## config.mk

```make
export PLATFORM = sky130hd
export DESIGN_NAME = add_sub_byte_serial
export DESIGN_NICKNAME = d
export VERILOG_FILES = /design/src/rtl/add_sub_byte_serial.sv
export SDC_FILE = /design/constraint.sdc
export NUM_CORES = 1
export LEC_CHECK = 0
export ABC_CLOCK_PERIOD_IN_PS = 6600
export BUFFER_PORTS_ARGS = -buffer_cell sky130_fd_sc_hd__buf_2
export CAP_MARGIN = 0
export CORE_ASPECT_RATIO = 1.4
export CORE_MARGIN = 2
export CORE_UTILIZATION = 59
export DETAILED_ROUTE_END_ITERATION = 12
export PLACE_DENSITY = 0.85
export SLEW_MARGIN = 20
export SYNTH_ARGS = -nofsm -noshare
export SYNTH_HDL_FRONTEND = slang
export SYNTH_HIERARCHICAL = 1
export SYNTH_SLANG_ARGS = --single-unit
```

## constraint.sdc

```tcl
create_clock -name clk -period 6.6 [get_ports clk]
set_input_delay 0.99 -clock clk [delete_from_list [all_inputs] [get_ports clk]]
set_output_delay 0.99 -clock clk [all_outputs]
set_load 0.02 [all_outputs]
```

## src/rtl/add_sub_byte_serial.sv

```systemverilog
// ---------------------------------------------------------------------------
// add_sub_byte_serial
//   Multi-cycle WIDTH-bit adder/subtractor. One 8-bit carry-lookahead slice
//   processes one byte per cycle, least-significant byte first. The carry
//   between bytes is kept in a register. Once the last byte is done, the
//   unit holds the full result and its flags until the consumer accepts them.
//
// Ports
//   clk        rising-edge clock
//   rst_n      asynchronous active-low reset
//   in_valid   request valid             in_ready   unit can accept a request
//   op_sub     0 = A+B, 1 = A-B          a, b       operands (WIDTH bits)
//   out_valid  result valid              out_ready  consumer accepts result
//   result     sum/difference mod 2^WIDTH
//   carry_out  carry out of the MSB (for subtract, 1 = no borrow)
//   overflow   signed two's-complement overflow
//   zero       result == 0
// ---------------------------------------------------------------------------

// ---------------------------------------------------------------------------
// cla_gp_8_bit
//   8-bit carry-lookahead slice. Produces sum bits plus group
//   generate/propagate so that the caller can form the carry out.
//
// Ports
//   i_a, i_b   byte operands         i_c0   carry in
//   o_s        sum bits              o_g    group generate   o_p  group propagate
// ---------------------------------------------------------------------------
module cla_gp_8_bit (
   input  logic [7:0] i_a,
   input  logic [7:0] i_b,
   input  logic       i_c0,
   output logic [7:0] o_s,
   output logic       o_g,
   output logic       o_p
);
   logic [7:0] w_g;    // bit generate
   logic [7:0] w_p;    // bit propagate
   logic [7:0] w_gg;   // prefix generate over bits [i:0]
   logic [7:0] w_pp;   // prefix propagate over bits [i:0]
   logic [8:0] w_c;    // carry into each bit position

   assign w_c[0] = i_c0;

   generate
      for (genvar gi = 0; gi < 8; gi++) begin : g_bit
         assign w_g[gi] = i_a[gi] & i_b[gi];
         assign w_p[gi] = i_a[gi] ^ i_b[gi];
         if (gi == 0) begin : g_first
            assign w_gg[gi] = w_g[gi];
            assign w_pp[gi] = w_p[gi];
         end else begin : g_rest
            assign w_gg[gi] = w_g[gi] | (w_p[gi] & w_gg[gi-1]);
            assign w_pp[gi] = w_p[gi] & w_pp[gi-1];
         end
         // Every carry comes straight from the prefix terms and C0,
         // so no carry waits on the carry of the bit below it.
         assign w_c[gi+1] = w_gg[gi] | (w_pp[gi] & i_c0);
         assign o_s[gi]   = w_p[gi] ^ w_c[gi];
      end
   endgenerate

   assign o_g = w_gg[7];
   assign o_p = w_pp[7];
endmodule

module add_sub_byte_serial #(
   parameter int WIDTH  = 32,
   parameter int NBYTES = WIDTH / 8
) (
   input  logic             clk,
   input  logic             rst_n,
   input  logic             in_valid,
   output logic             in_ready,
   input  logic             op_sub,
   input  logic [WIDTH-1:0] a,
   input  logic [WIDTH-1:0] b,
   output logic             out_valid,
   input  logic             out_ready,
   output logic [WIDTH-1:0] result,
   output logic             carry_out,
   output logic             overflow,
   output logic             zero
);
   localparam int CW = (NBYTES > 1) ? $clog2(NBYTES) : 1;

   typedef enum logic [1:0] {
      S_IDLE = 2'd0,
      S_BUSY = 2'd1,
      S_DONE = 2'd2
   } state_t;

   state_t           r_state;
   state_t           w_state_next;

   logic [WIDTH-1:0] r_a;
   logic [WIDTH-1:0] r_b;          // B, already inverted for subtract
   logic [CW-1:0]    r_cnt;
   logic             r_carry;
   logic [WIDTH-1:0] r_result;
   logic             r_carry_out;
   logic             r_overflow;
   logic             r_zero;

   logic [7:0]       w_a_bytes [NBYTES];
   logic [7:0]       w_b_bytes [NBYTES];
   logic [7:0]       w_a_byte;
   logic [7:0]       w_b_byte;
   logic [7:0]       w_sum;
   logic             w_g;
   logic             w_p;
   logic             w_carry_next;
   logic [WIDTH-1:0] w_result_next;
   logic             w_last;
   logic             w_accept;

   // Split the operands into bytes, and merge the fresh sum byte into
   // the result so the zero flag can see the full word on the last pass.
   generate
      for (genvar gi = 0; gi < NBYTES; gi++) begin : g_byte
         assign w_a_bytes[gi] = r_a[gi*8 +: 8];
         assign w_b_bytes[gi] = r_b[gi*8 +: 8];
         assign w_result_next[gi*8 +: 8] =
            (r_cnt == CW'(gi)) ? w_sum : r_result[gi*8 +: 8];
      end
   endgenerate

   assign w_a_byte = w_a_bytes[r_cnt];
   assign w_b_byte = w_b_bytes[r_cnt];

   cla_gp_8_bit u_slice (
      .i_a  (w_a_byte),
      .i_b  (w_b_byte),
      .i_c0 (r_carry),
      .o_s  (w_sum),
      .o_g  (w_g),
      .o_p  (w_p)
   );

   assign w_carry_next = w_g | (w_p & r_carry);
   assign w_last       = (r_cnt == CW'(NBYTES - 1));
   assign w_accept     = in_valid && (r_state == S_IDLE);

   always_comb begin
      w_state_next = r_state;
      case (r_state)
         S_IDLE:  if (in_valid)  w_state_next = S_BUSY;
         S_BUSY:  if (w_last)    w_state_next = S_DONE;
         S_DONE:  if (out_ready) w_state_next = S_IDLE;
         default:                w_state_next = S_IDLE;
      endcase
   end

   always_ff @(posedge clk or negedge rst_n) begin
      if (!rst_n) begin
         r_state <= S_IDLE;
      end else begin
         r_state <= w_state_next;
      end
   end

   always_ff @(posedge clk or negedge rst_n) begin
      if (!rst_n) begin
         r_a         <= '0;
         r_b         <= '0;
         r_cnt       <= '0;
         r_carry     <= 1'b0;
         r_result    <= '0;
         r_carry_out <= 1'b0;
         r_overflow  <= 1'b0;
         r_zero      <= 1'b0;
      end else begin
         if (w_accept) begin
            // Subtract is A + ~B + 1: invert B here and start with carry = 1.
            r_a     <= a;
            r_b     <= op_sub ? ~b : b;
            r_carry <= op_sub;
            r_cnt   <= '0;
         end else if (r_state == S_BUSY) begin
            r_result <= w_result_next;
            r_carry  <= w_carry_next;
            if (w_last) begin
               r_cnt       <= '0;
               r_carry_out <= w_carry_next;
               // Overflow: the effective operands have the same sign,
               // but the sum has the other sign.
               r_overflow  <= (r_a[WIDTH-1] == r_b[WIDTH-1]) &&
                              (w_sum[7] != r_a[WIDTH-1]);
               r_zero      <= (w_result_next == '0);
            end else begin
               r_cnt <= r_cnt + CW'(1);
            end
         end
      end
   end

   assign in_ready  = (r_state == S_IDLE);
   assign out_valid = (r_state == S_DONE);
   assign result    = r_result;
   assign carry_out = r_carry_out;
   assign overflow  = r_overflow;
   assign zero      = r_zero;
endmodule

```

==> results.py <==
metrics = {
    "run_status": {
        "status": "completed",
    },
    "clocking": {
        "cts_buffer_depth": 2,
        "numCtsBuffers": 9,
        "clock_latency_ns": 0.35,
        "post_cts_buffers": 0,
        "cts_root_buf": "clkbuf_16",
        "clock_sinks": 104,
        "cts-hold-fix-buffers": 0,
        "clkTransAtPathRegs_ns": 0.06,
        "cts_tree": "yes",
        "htreeDepth": 3,
        "cts_resized": 0,
    },
    "floorplan": {
        "row_count": 40,
        "ioPinCount": 106,
        "die_area_sq_um": 9590,
        "die_w_um": 83.3,
        "start_util_pct": 60.7,
        "core_area_sq_um": 8560,
        "die_h_um": 115,
    },
    "drt": {
        "vias_per_cell": 5.74,
        "vias": 3969,
        "drt_pass1_iterations": 5,
        "wl_per_cell_um": 17.0,
        "dr.first_iter.drc_count": 259,
        "ant_nets": 0,
        "post-route-drc-count": 0,
        "wirelength_mm": 11.8,
    },
    "sta": {
        "hold_viol_final": 0,
        "rsz0062_at_grt": "false",
        "drv_slew": 0,
        "fin_skew_ns": 0.00531,
        "setup_viol": 0,
        "finalCritPeriodShare_pct": 59.1,
        "worst_pin_slew_ns": 1.05,
        "setup_tns_ns": 0,
        "slew-limit-headroom_pct": 29.5,
        "fmax_mhz": 256,
        "hold-worst-slack_ns": 0.485,
        "min_period_ns": 3.90,
    },
    "placement": {
        "place.gp.congestion": 0.875,
        "place_area_sq_um": 5720,
        "io_buffers": 105,
        "hpwl_mm": 8.50,
    },
    "cells_and_area": {
        "drive_above_1_share_pct": 29.8,
        "diodes": 0,
        "area_delta_synth_final_pct": 15.3,
        "nets": 666,
        "final_cell_area_sq_um": 5990,
        "postLayoutCoreUtil_pct": 70.0,
    },
    "logic_synthesis": {
        "syn_area_sq_um": 5200,
        "synth_cells": 492,
        "synth_ff_type": "dfrtp_1",
        "synth_cell_types": 45,
        "synth_edf_count": 0,
        "post-synth-top-area-cell": "dfrtp_1",
        "yosysMostFrequentCell": "nand2_1",
        "async_flop_share_pct": 100,
        "yosysWarnings": 6,
        "synth-seq-cells": 104,
        "ys_top_cells_by_area": "dfrtp_1 (50%), nand2_1 (7.9%), mux4_2 (6.9%)",
        "yosysSeqAreaShare_pct": 50.1,
        "avgSynthCellArea_sq_um": 10.6,
        "synth_nets": 574,
        "synth_common_cells": "nand2_1 (109), dfrtp_1 (104), nor2_1 (46)",
        "synth_top_cell_area_share_pct": 50.1,
    },
    "grt": {
        "grt_pass1_wl_mm": 18.9,
        "grt.total_usage_pct": 25.5,
        "grt_pass1_vias": 4027,
        "grt_max_degree": 99,
        "antenna_found_initial": 0,
        "grt-ovfl-total": 0,
    },
    "worst_hold_path": {
        "hp-class": "flop to flop",
        "hold_depth": 2,
        "hold_path_end": "r_a[25]$_DFFE_PN0P_",
        "hold_start": "r_a[25]$_DFFE_PN0P_",
    },
    "worst_setup_path": {
        "rr_startpoint": "r_cnt[0]$_DFFE_PN0P_",
        "reg2reg_to": "zero$_DFFE_PN0P_",
        "crit_fanout": 21,
        "worstSetupPathType": "flop to flop",
        "r2r_setup_slack_ns": 2.70,
        "ff2ff_path_depth": 10,
        "end_kind": "flop",
        "startpoint_type": "flop",
        "cp.arrival_ns": 4.19,
        "cp.required_ns": 6.89,
    },
    "flow_run": {
        "cap_violations": 0,
    },
}
## flip-flops by register name, summed over array words and instances (netlist names)
| register | count |
|---|---|
| r_b | 32 |
| overflow | 1 |
| zero | 1 |
| carry_out | 1 |
| result | 32 |
| r_cnt | 2 |
| r_state | 2 |
| r_a | 32 |
| r_carry | 1 |
## worst max-delay path by stage
stage,cells after the start,endpoint,startpoint,slack [ns]
global route,10,zero$_DFFE_PN0P_,r_cnt[0]$_DFFE_PN0P_,2.54
floorplan,13,zero$_DFFE_PN0P_,r_cnt[0]$_DFFE_PN0P_,3.35
finish,10,zero$_DFFE_PN0P_,r_cnt[0]$_DFFE_PN0P_,2.70
CTS,10,zero$_DFFE_PN0P_,r_cnt[0]$_DFFE_PN0P_,2.44
global placement,10,zero$_DFFE_PN0P_,r_cnt[0]$_DFFE_PN0P_,2.71
detailed placement,10,zero$_DFFE_PN0P_,r_cnt[0]$_DFFE_PN0P_,2.53
## cells by family (layout without fill, tap and decap cells)
logic type / count (synthesis) / after routing / synth area share, %
AND/OR/NAND/NOR: 190 / 190 / 15.6
flip-flops: 104 / 104 / 50.1
AO/OA/AOI/OAI: 69 / 69 / 7.78
multiplexers: 47 / 47 / 13.6
XOR/XNOR: 38 / 38 / 6.40
buffers and inverters: 31 / 126 / 3.30
adder cells (fa/ha/maj): 13 / 13 / 3.27
## layer usage
layer	routed length [um]	vias up	share of wire, %	global-route usage (%)
li1	-	1866	-	-
met1	4400	1907	37	28.5
met2	6360	162	54	46.7
met3	646	34	5.5	4.31
met4	379	0	3.2	13.4
met5	0	-	0	0
## critical path, cell delays in order (launching register included)
cell     delay, ns
dfrtp_2       0.74
mux4_2        0.62
ha_1          0.41
nand2_1       0.11
o21ai_1       0.33
or3_1         0.19
nand4_1       0.36
nor4_2        0.40
mux2i_1       0.13
nor4_1        0.32
a32o_1        0.21
## stage by stage
step	setup slack [ns]	instances
global placement	2.71	678
CTS	2.44	692
global route	2.54	692
finish	2.70	692
floorplan	3.35	492
detailed placement	2.53	678
## cell type report
type | instances | area (sq um)
Timing Repair Buffer | 107 | 547
Multi-Input combinational cell | 357 | 2430
Inverter | 5 | 18.8
Sequential cell | 104 | 2600
Fill cell | 649 | 2570
Clock inverter | 4 | 22.5
Tap cell | 105 | 131
Clock buffer | 10 | 239
## cells in the final DEF, fill, tap and decap left out, types with 4 or more instances in the layout
cell type,instances
mux4_2,16
o21ai_0,12
a21oi_1,41
mux2_2,28
nor3_1,7
inv_1,5
nor4_1,5
nand4_1,4
dfrtp_1,103
xnor2_1,35
nor2_1,46
nand2b_1,4
buf_2,104
ha_1,12
clkbuf_16,9
nand2_1,109
Power is left out: the tool's default activity adds up to more than one toggle a clock period on the data nets, which glitch-free logic cannot reach.
